`config.mk`:
```
export PLATFORM = sky130hd
export DESIGN_NAME = layer_sequencer
export DESIGN_NICKNAME = d
export VERILOG_FILES = /design/src/rtl/layer_sequencer.sv
export SDC_FILE = /design/constraint.sdc
export NUM_CORES = 1
export LEC_CHECK = 0
export BUFFER_PORTS_ARGS = -buffer_cell sky130_fd_sc_hd__buf_4
export CAP_MARGIN = 20
export CELL_PAD_IN_SITES_DETAIL_PLACEMENT = 0
export CELL_PAD_IN_SITES_GLOBAL_PLACEMENT = 1
export CORE_UTILIZATION = 38
export CTS_CLUSTER_SIZE = 16
export DETAILED_ROUTE_END_ITERATION = 6
export MAX_ROUTING_LAYER = met4
export PLACE_DENSITY = 0.7
export SLEW_MARGIN = 5
export SYNTH_ARGS = -nofsm -noshare
export SYNTH_HDL_FRONTEND = slang
export SYNTH_SLANG_ARGS = --single-unit
```
`constraint.sdc`:
```
create_clock -name clk -period 3.5 [get_ports clk]
set_input_delay 0.7 -clock clk [delete_from_list [all_inputs] [get_ports clk]]
set_output_delay 0.7 -clock clk [all_outputs]
set_load 0.01 [all_outputs]
```
`src/rtl/layer_sequencer.sv`:
```
// Layer sequencer: steps through a descriptor table, loading each layer's
// configuration and handshaking with the issue unit through reset/done.
//
// state | meaning
// IDLE  | waiting for start; descriptor table writable
// LOAD  | read descriptor[layer_idx] and validate it
// RESET | hold issue unit in reset for two cycles
// RUN   | issue unit active; count cycles until issue_done
// NEXT  | advance layer_idx, pick LOAD or DONE
// DONE  | one-cycle all_done pulse
module layer_sequencer #(
  parameter int MAX_LAYERS = 8
) (
  input  logic                            clk,
  input  logic                            rst,
  input  logic                            cfg_we,
  input  logic [$clog2(MAX_LAYERS)-1:0]   cfg_addr,
  input  logic [21:0]                     cfg_data,
  input  logic [$clog2(MAX_LAYERS):0]     num_layers,
  input  logic                            start,
  input  logic                            issue_done,
  output logic                            issue_rst,
  output logic [7:0]                      image_dim,
  output logic [8:0]                      image_depth,
  output logic [1:0]                      filter_halfsize,
  output logic [2:0]                      filter_stride,
  output logic [$clog2(MAX_LAYERS):0]     layer_idx,
  output logic                            busy,
  output logic                            all_done,
  output logic                            error,
  output logic [23:0]                     last_layer_cycles
);

  localparam int AW = $clog2(MAX_LAYERS);
  localparam int LW = AW + 1;
  localparam logic [AW:0] MAX_L = MAX_LAYERS[AW:0];

  typedef enum logic [2:0] {
    IDLE, LOAD, RESET, RUN, NEXT, DONE
  } state_t;

  state_t state, state_d;

  logic [21:0]   table_q [MAX_LAYERS];
  logic [21:0]   desc;
  logic [7:0]    d_dim;
  logic [8:0]    d_depth;
  logic [1:0]    d_half;
  logic [2:0]    d_stride;
  logic          desc_ok;
  logic [AW:0]   num_lat;
  logic          rst_cnt;
  logic [23:0]   run_cnt;
  logic [23:0]   cnt_inc;
  logic          stale;
  logic          done_ok;

  assign desc     = table_q[layer_idx[AW-1:0]];
  assign d_dim    = desc[21:14];
  assign d_depth  = desc[13:5];
  assign d_half   = desc[4:3];
  assign d_stride = desc[2:0];

  // Largest legal stride is 2*halfsize+1, which is {halfsize,1} in 3 bits.
  assign desc_ok = (d_dim >= 8'd13) && (d_dim <= 8'd224) &&
                   (d_depth >= 9'd1) && (d_depth <= 9'd384) &&
                   ((d_half == 2'd1) || (d_half == 2'd2)) &&
                   (d_stride >= 3'd1) && (d_stride <= {d_half, 1'b1});

  assign cnt_inc = (&run_cnt) ? run_cnt : run_cnt + 24'd1;

  // A done still held from the previous layer is masked until it drops.
  assign done_ok = (state == RUN) && issue_done && !stale;

  assign issue_rst = (state != RUN);
  assign busy      = (state != IDLE);
  assign all_done  = (state == DONE);

  always_comb begin
    state_d = state;
    case (state)
      IDLE:    if (start) state_d = (num_layers == '0) ? DONE : LOAD;
      LOAD:    state_d = desc_ok ? RESET : DONE;
      RESET:   if (rst_cnt) state_d = RUN;
      RUN:     if (done_ok) state_d = NEXT;
      NEXT:    state_d = ((layer_idx + LW'(1)) == num_lat) ? DONE : LOAD;
      DONE:    state_d = IDLE;
      default: state_d = IDLE;
    endcase
  end

  always_ff @(posedge clk) begin
    if (cfg_we && (state == IDLE)) table_q[cfg_addr] <= cfg_data;
  end

  always_ff @(posedge clk) begin
    if (rst) begin
      state             <= IDLE;
      num_lat           <= '0;
      layer_idx         <= '0;
      image_dim         <= '0;
      image_depth       <= '0;
      filter_halfsize   <= '0;
      filter_stride     <= '0;
      error             <= 1'b0;
      rst_cnt           <= 1'b0;
      run_cnt           <= '0;
      last_layer_cycles <= '0;
      stale             <= 1'b0;
    end else begin
      state <= state_d;
      if (!issue_done) stale <= 1'b0;
      else if (done_ok) stale <= 1'b1;
      case (state)
        IDLE: begin
          if (start) begin
            num_lat   <= (num_layers > MAX_L) ? MAX_L : num_layers;
            error     <= 1'b0;
            layer_idx <= '0;
          end
        end
        LOAD: begin
          image_dim       <= d_dim;
          image_depth     <= d_depth;
          filter_halfsize <= d_half;
          filter_stride   <= d_stride;
          rst_cnt         <= 1'b0;
          if (!desc_ok) error <= 1'b1;
        end
        RESET: begin
          rst_cnt <= ~rst_cnt;
          run_cnt <= '0;
        end
        RUN: begin
          run_cnt <= cnt_inc;
          if (done_ok) last_layer_cycles <= cnt_inc;
        end
        NEXT: layer_idx <= layer_idx + LW'(1);
        default: ;
      endcase
    end
  end

endmodule

```
# Word level (Yosys, flattened, before mapping)
# Memories as Yosys holds them, arrays and structs flattened. A register that Yosys moved wholly into a read port is not among the register bits.
# Cells that the tools add are included.
# Widths: inputs -> output; s select.
dict set report op_classes {
  addsub 2
  magnitude_cmp 7
  n_eq_ne 13
  muxes 20
  bitwise 2
  n_reduce_logical 25
}
# cell n
set op_table {}
lappend op_table {{$pmux 24 s2} 1}
lappend op_table {{$add 24x1->24 const B} 1}
lappend op_table {{$mux 24} 1}
lappend op_table {{$mux 3} 8}
lappend op_table {{$reduce_and 24->1} 1}
lappend op_table {{$pmux 3 s5} 1}
lappend op_table {{$ge 9x1->1 const B} 1}
lappend op_table {{$le 9x9->1 const B} 1}
lappend op_table {{$logic_and 1x1->1} 9}
lappend op_table {{$ge 8x4->1 const B} 1}
lappend op_table {{$le 8x8->1 const B} 1}
lappend op_table {{$mux 4} 2}
lappend op_table {{$ne 2x2->1 const B} 4}
lappend op_table {{$pmux 4 s2} 1}
lappend op_table {{$reduce_bool 2->1} 4}
lappend op_table {{$eq 3x2->1 const B} 2}
lappend op_table {{$eq 3x3->1 const B} 2}
lappend op_table {{$reduce_and 2->1} 3}
lappend op_table {{$reduce_and 3->1} 2}
lappend op_table {{$add 4x1->4 const B} 1}
lappend op_table {{$eq 4x4->1} 1}
lappend op_table {{$gt 4x4->1 const B} 1}
lappend op_table {{$logic_not 4->1} 1}
lappend op_table {{$mux 1} 4}
lappend op_table {{other kinds (13)} 15}
dict set report word_totals {
  reg_bits 84
  mem_bits_rw 176
  elab_cells 82
  mem_count 1
}
# memory depth width rd rd_clocked_by_memory_dff write_ports line
set mem_list {}
lappend mem_list {table_q 8 22 1 1 1 44} ;# logic [21:0] table_q [MAX_LAYERS];

# Depth between registers and ports, before layout
dict set report logic_depth {
  ltp_word 9
  depth_mapped 12
  depth_no_buf 10
}

# Worst setup path after synthesis
# OpenSTA, ideal clock, no wires.
dict set report synth_path {
  path_type {register to register}
  startpoint {reg state[0]}
  endpoint {mem table_q[1][0] (enable)}
  arrival_ps 2513
  setup_slack_ps 558
  path_stages_with_launch 4
  period_less_slack_ps 2942
  path_cell_list {dfxtp_1 -> nor3_1 -> nand3_1 -> nor3_1}
}
dict set report synth_via {
  elab_chain_len 4
}
# element line
set synth_rtl {}
lappend synth_rtl {{start, declared} 42} ;# state_t state, state_d;
lappend synth_rtl {{start signal, assigned} 111} ;# state <= state_d;
lappend synth_rtl {{$logic_not 3->1} 93} ;# if (cfg_we && (state == IDLE)) table_q[cfg_addr] <= cfg_data;
lappend synth_rtl {{$logic_and 1x1->1} 93}
lappend synth_rtl {{$mux 1} 93}
lappend synth_rtl {{$mux 1 (not written as such)} 93}
lappend synth_rtl {{end, declared} 44}
# Every way passes these cells.

==> flow_summary.json <==
{
  "outcome": "finished, final reports clean",
  "synth_seq_cells": 263,
  "grt_overflow": 0,
  "numCtsBuffers": 28,
  "first_global_vias": 6818,
  "layout-drive-gt1-share_pct": 24.7,
  "maxCapViolations": 0,
  "synth_area_um2": 10900,
  "dieArea_um2": 29300,
  "final_hold_viol_count": 0,
  "clock_path_buffers": 3,
  "portBuffers": 87,
  "syn_to_final_growth_pct": 20.0,
  "fin_cells": 1314,
  "num-fill-cells": 2495,
  "skew_ns": 0.0470,
  "cellPowerDensity_nw_per_um2": 626,
  "ys_types": 64,
  "grt_pass1_wl_um": 38800,
  "ys_seq_area_share_pct": 64.5,
  "firstDrtPassIters": 5,
  "track_usage_pct": 17.9,
  "grt_max_degree": 59,
  "die_x_um": 171,
  "synth_warnings": 0,
  "cts_tree": "built",
  "layout_commonest_cell": "edfxtp_1",
  "num_rows": 61,
  "pre_cts_slack_ns": 0.533,
  "io_pins": 88,
  "clkSlewWorstSetupHoldPaths_ns": 0.06,
  "cts_setup_buffers": 0,
  "final_nets": 952,
  "hold_class": "in2reg",
  "crit_required_ns": 3.96,
  "fin_util_pct": 46.7,
  "cts.root.buffer_cell": "clkbuf_16",
  "h-tree-depth": 1,
  "post_cts_resized": 0,
  "post_drt_via_cell_ratio": 5.24,
  "clock_sinks": 263,
  "wl_met1_um": 11400,
  "tightest_slew_ns": 0.848,
  "drc": 0,
  "coreArea_um2": 28000,
  "setup_viol": 0,
  "worst-setup-path-type": "reg2reg",
  "hold_buffers": 0,
  "async_flop_share_pct": 0,
  "place.gp.congestion": 0.830,
  "slew_viol_final": 0,
  "cp_max_fo": 18,
  "antenna_found_initial": 1,
  "topRoutingLayerUsed": "met4",
  "fp.dieH_um": 171,
  "routed_wl_um": 24800,
  "postSynthCellCount": 814,
  "place_inst": 1262,
  "ys.flop_type": "edfxtp_1",
  "p_leak_nw": 4.27,
  "timing.final.crit_share_pct": 86.4,
  "wl_met3_um": 795,
  "finalCriticalPeriod_ns": 3.02,
  "crit_path_start_kind": "flip-flop",
  "avgSynthCellArea_um2": 13.4,
  "num_vias": 6888,
  "synth_nets": 852,
  "ir_drop_mv": 0.436,
  "fmax_ghz": 0.331,
  "slew_headroom_pct": 43.4,
  "grt_setup_unrepaired": "false",
  "start_util_pct": 38.9,
  "cp-end-kind": "flip-flop",
  "dr_wl_met2_um": 11800,
  "detail_route.wl_per_cell_um": 18.9,
  "setup_ws_ns": 0.475,
  "postRouteAntennaNets": 0,
  "final_cell_mix": "176 x edfxtp_1, 114 x buf_4, 84 x dfxtp_1, 83 x nor2_1, 51 x nand2_1",
  "fin_setup_tns_ns": 0,
  "hpwlAfterDp_um": 15800,
  "arrival_ns": 3.48,
  "drt_iter0_drc": 458,
  "synth_edf_count": 176,
  "clock_latency_ns": 0.57
}
==> metal layers <==
layer  GRT usage, %  vias up
met5              -        -
met3           2.25       52
met2           28.6      148
li1               -     3301
met1           23.4     3387
met4           6.44        0
==> power by group <==
part | internal (mW) | switching [mW] | total, mW
clock network | 1.94 | 1.24 | 3.18
logic | 0.518 | 0.807 | 1.33
registers | 3.55 | 0.126 | 3.67
total | 6.00 | 2.17 | 8.18
==> sequential cells by signal, summed over array words and instances (netlist names), 2 cells and up, named ones only <==
signal / flops
table_q: 176
last_layer_cycles: 24
run_cnt: 24
image_depth: 9
image_dim: 8
layer_idx: 4
num_lat: 4
filter_stride: 3
state: 3
filter_halfsize: 2
==> metrics by stage <==
| step | power [mW] | cell area (um2) | hold slack [ns] |
|---|---|---|---|
| 3_3_place_gp | 5.08 | 12100 | 0.449 |
| 4_1_cts | 8.28 | 13100 | 0.339 |
| 5_1_grt | 8.55 | 13100 | 0.355 |
| 2_1_floorplan | 4.48 | 10900 | 0.448 |
| 3_5_place_dp | 5.09 | 12100 | 0.453 |
| 6_report | 8.18 | 13100 | 0.362 |
==> synthesized netlist by cell type, types with 3 or more instances <==
cell type | instances | area share [%]
ha_1 | 4 | 0.46
nand2_1 | 51 | 1.8
o22ai_1 | 7 | 0.40
o21ai_0 | 15 | 0.69
a21oi_1 | 40 | 1.8
nand3_1 | 22 | 1.0
o31ai_1 | 4 | 0.28
mux4_1 | 3 | 0.72
xnor2_1 | 16 | 1.3
nor3b_1 | 6 | 0.41
o21a_1 | 3 | 0.21
edfxtp_1 | 176 | 49
mux2i_1 | 22 | 2.0
nand3b_1 | 3 | 0.21
or3_1 | 13 | 0.75
buf_6 | 4 | 0.41
buf_2 | 7 | 0.32
nor2_1 | 90 | 3.1
a31oi_1 | 13 | 0.75
nand2b_1 | 7 | 0.40
clkbuf_1 | 29 | 1.0
dfxtp_1 | 87 | 16
xor2_1 | 13 | 1.0
inv_1 | 10 | 0.34
nor3_1 | 22 | 1.0
and3_1 | 6 | 0.34
mux2_2 | 15 | 1.6
mux4_2 | 29 | 6.0
a211oi_1 | 35 | 2.4
buf_4 | 4 | 0.28
a22oi_1 | 3 | 0.21
a21o_1 | 5 | 0.34
nor4_1 | 4 | 0.23
nand4_1 | 7 | 0.40
==> cell type report <==
class | count | area, um2 | area share (%)
well taps | 378 | 473 | 3.62
flip-flops and latches | 263 | 7030 | 53.8
clock inverters | 20 | 288 | 2.20
multi-input cells | 496 | 3640 | 27.9
repair buffers | 115 | 876 | 6.70
inverters | 10 | 37.5 | 0.287
diodes | 1 | 2.50 | 0.0191
clock buffers | 31 | 722 | 5.52
==> logic make-up after synthesis <==
kind of cell	count (synthesis)	synth area share, %
xor gates and xnor gates	29	2.33
adders and majority gates	4	0.459
AOI/OAI and AO/OA	143	8.86
and+or+nand+nor	250	11.1
DFF	263	64.5
muxes	70	10.4
buffers and inverters	55	2.39
==> critical path: stages, from the launching register on <==
cell      delay, ns
dfxtp_2        0.63
mux2_2         0.40
o22ai_1        0.20
a221oi_2       0.08
ha_1           0.34
a21oi_1        0.16
a21o_1         0.11
nand2_1        0.05
a221o_1        0.33
or4_1          0.51
a21oi_1        0.15
==> final timing paths <==
kind                                                   to  cells after the start  slack (ns)                 startpoint
worst max-delay path                state[1]$_SDFFE_PP0P_                     10        0.48                  flip-flop
worst min-delay path             table_q[3][13]$_DFFE_PP_                      1        0.36               cfg_data[13]
worst max register to register      state[1]$_SDFFE_PP0P_                     10        0.48                  flip-flop
worst min register to register  image_dim[3]$_SDFFE_PP0P_                      2        0.46  image_dim[3]$_SDFFE_PP0P_
Note: power is estimated with default switching activity, not from simulation.
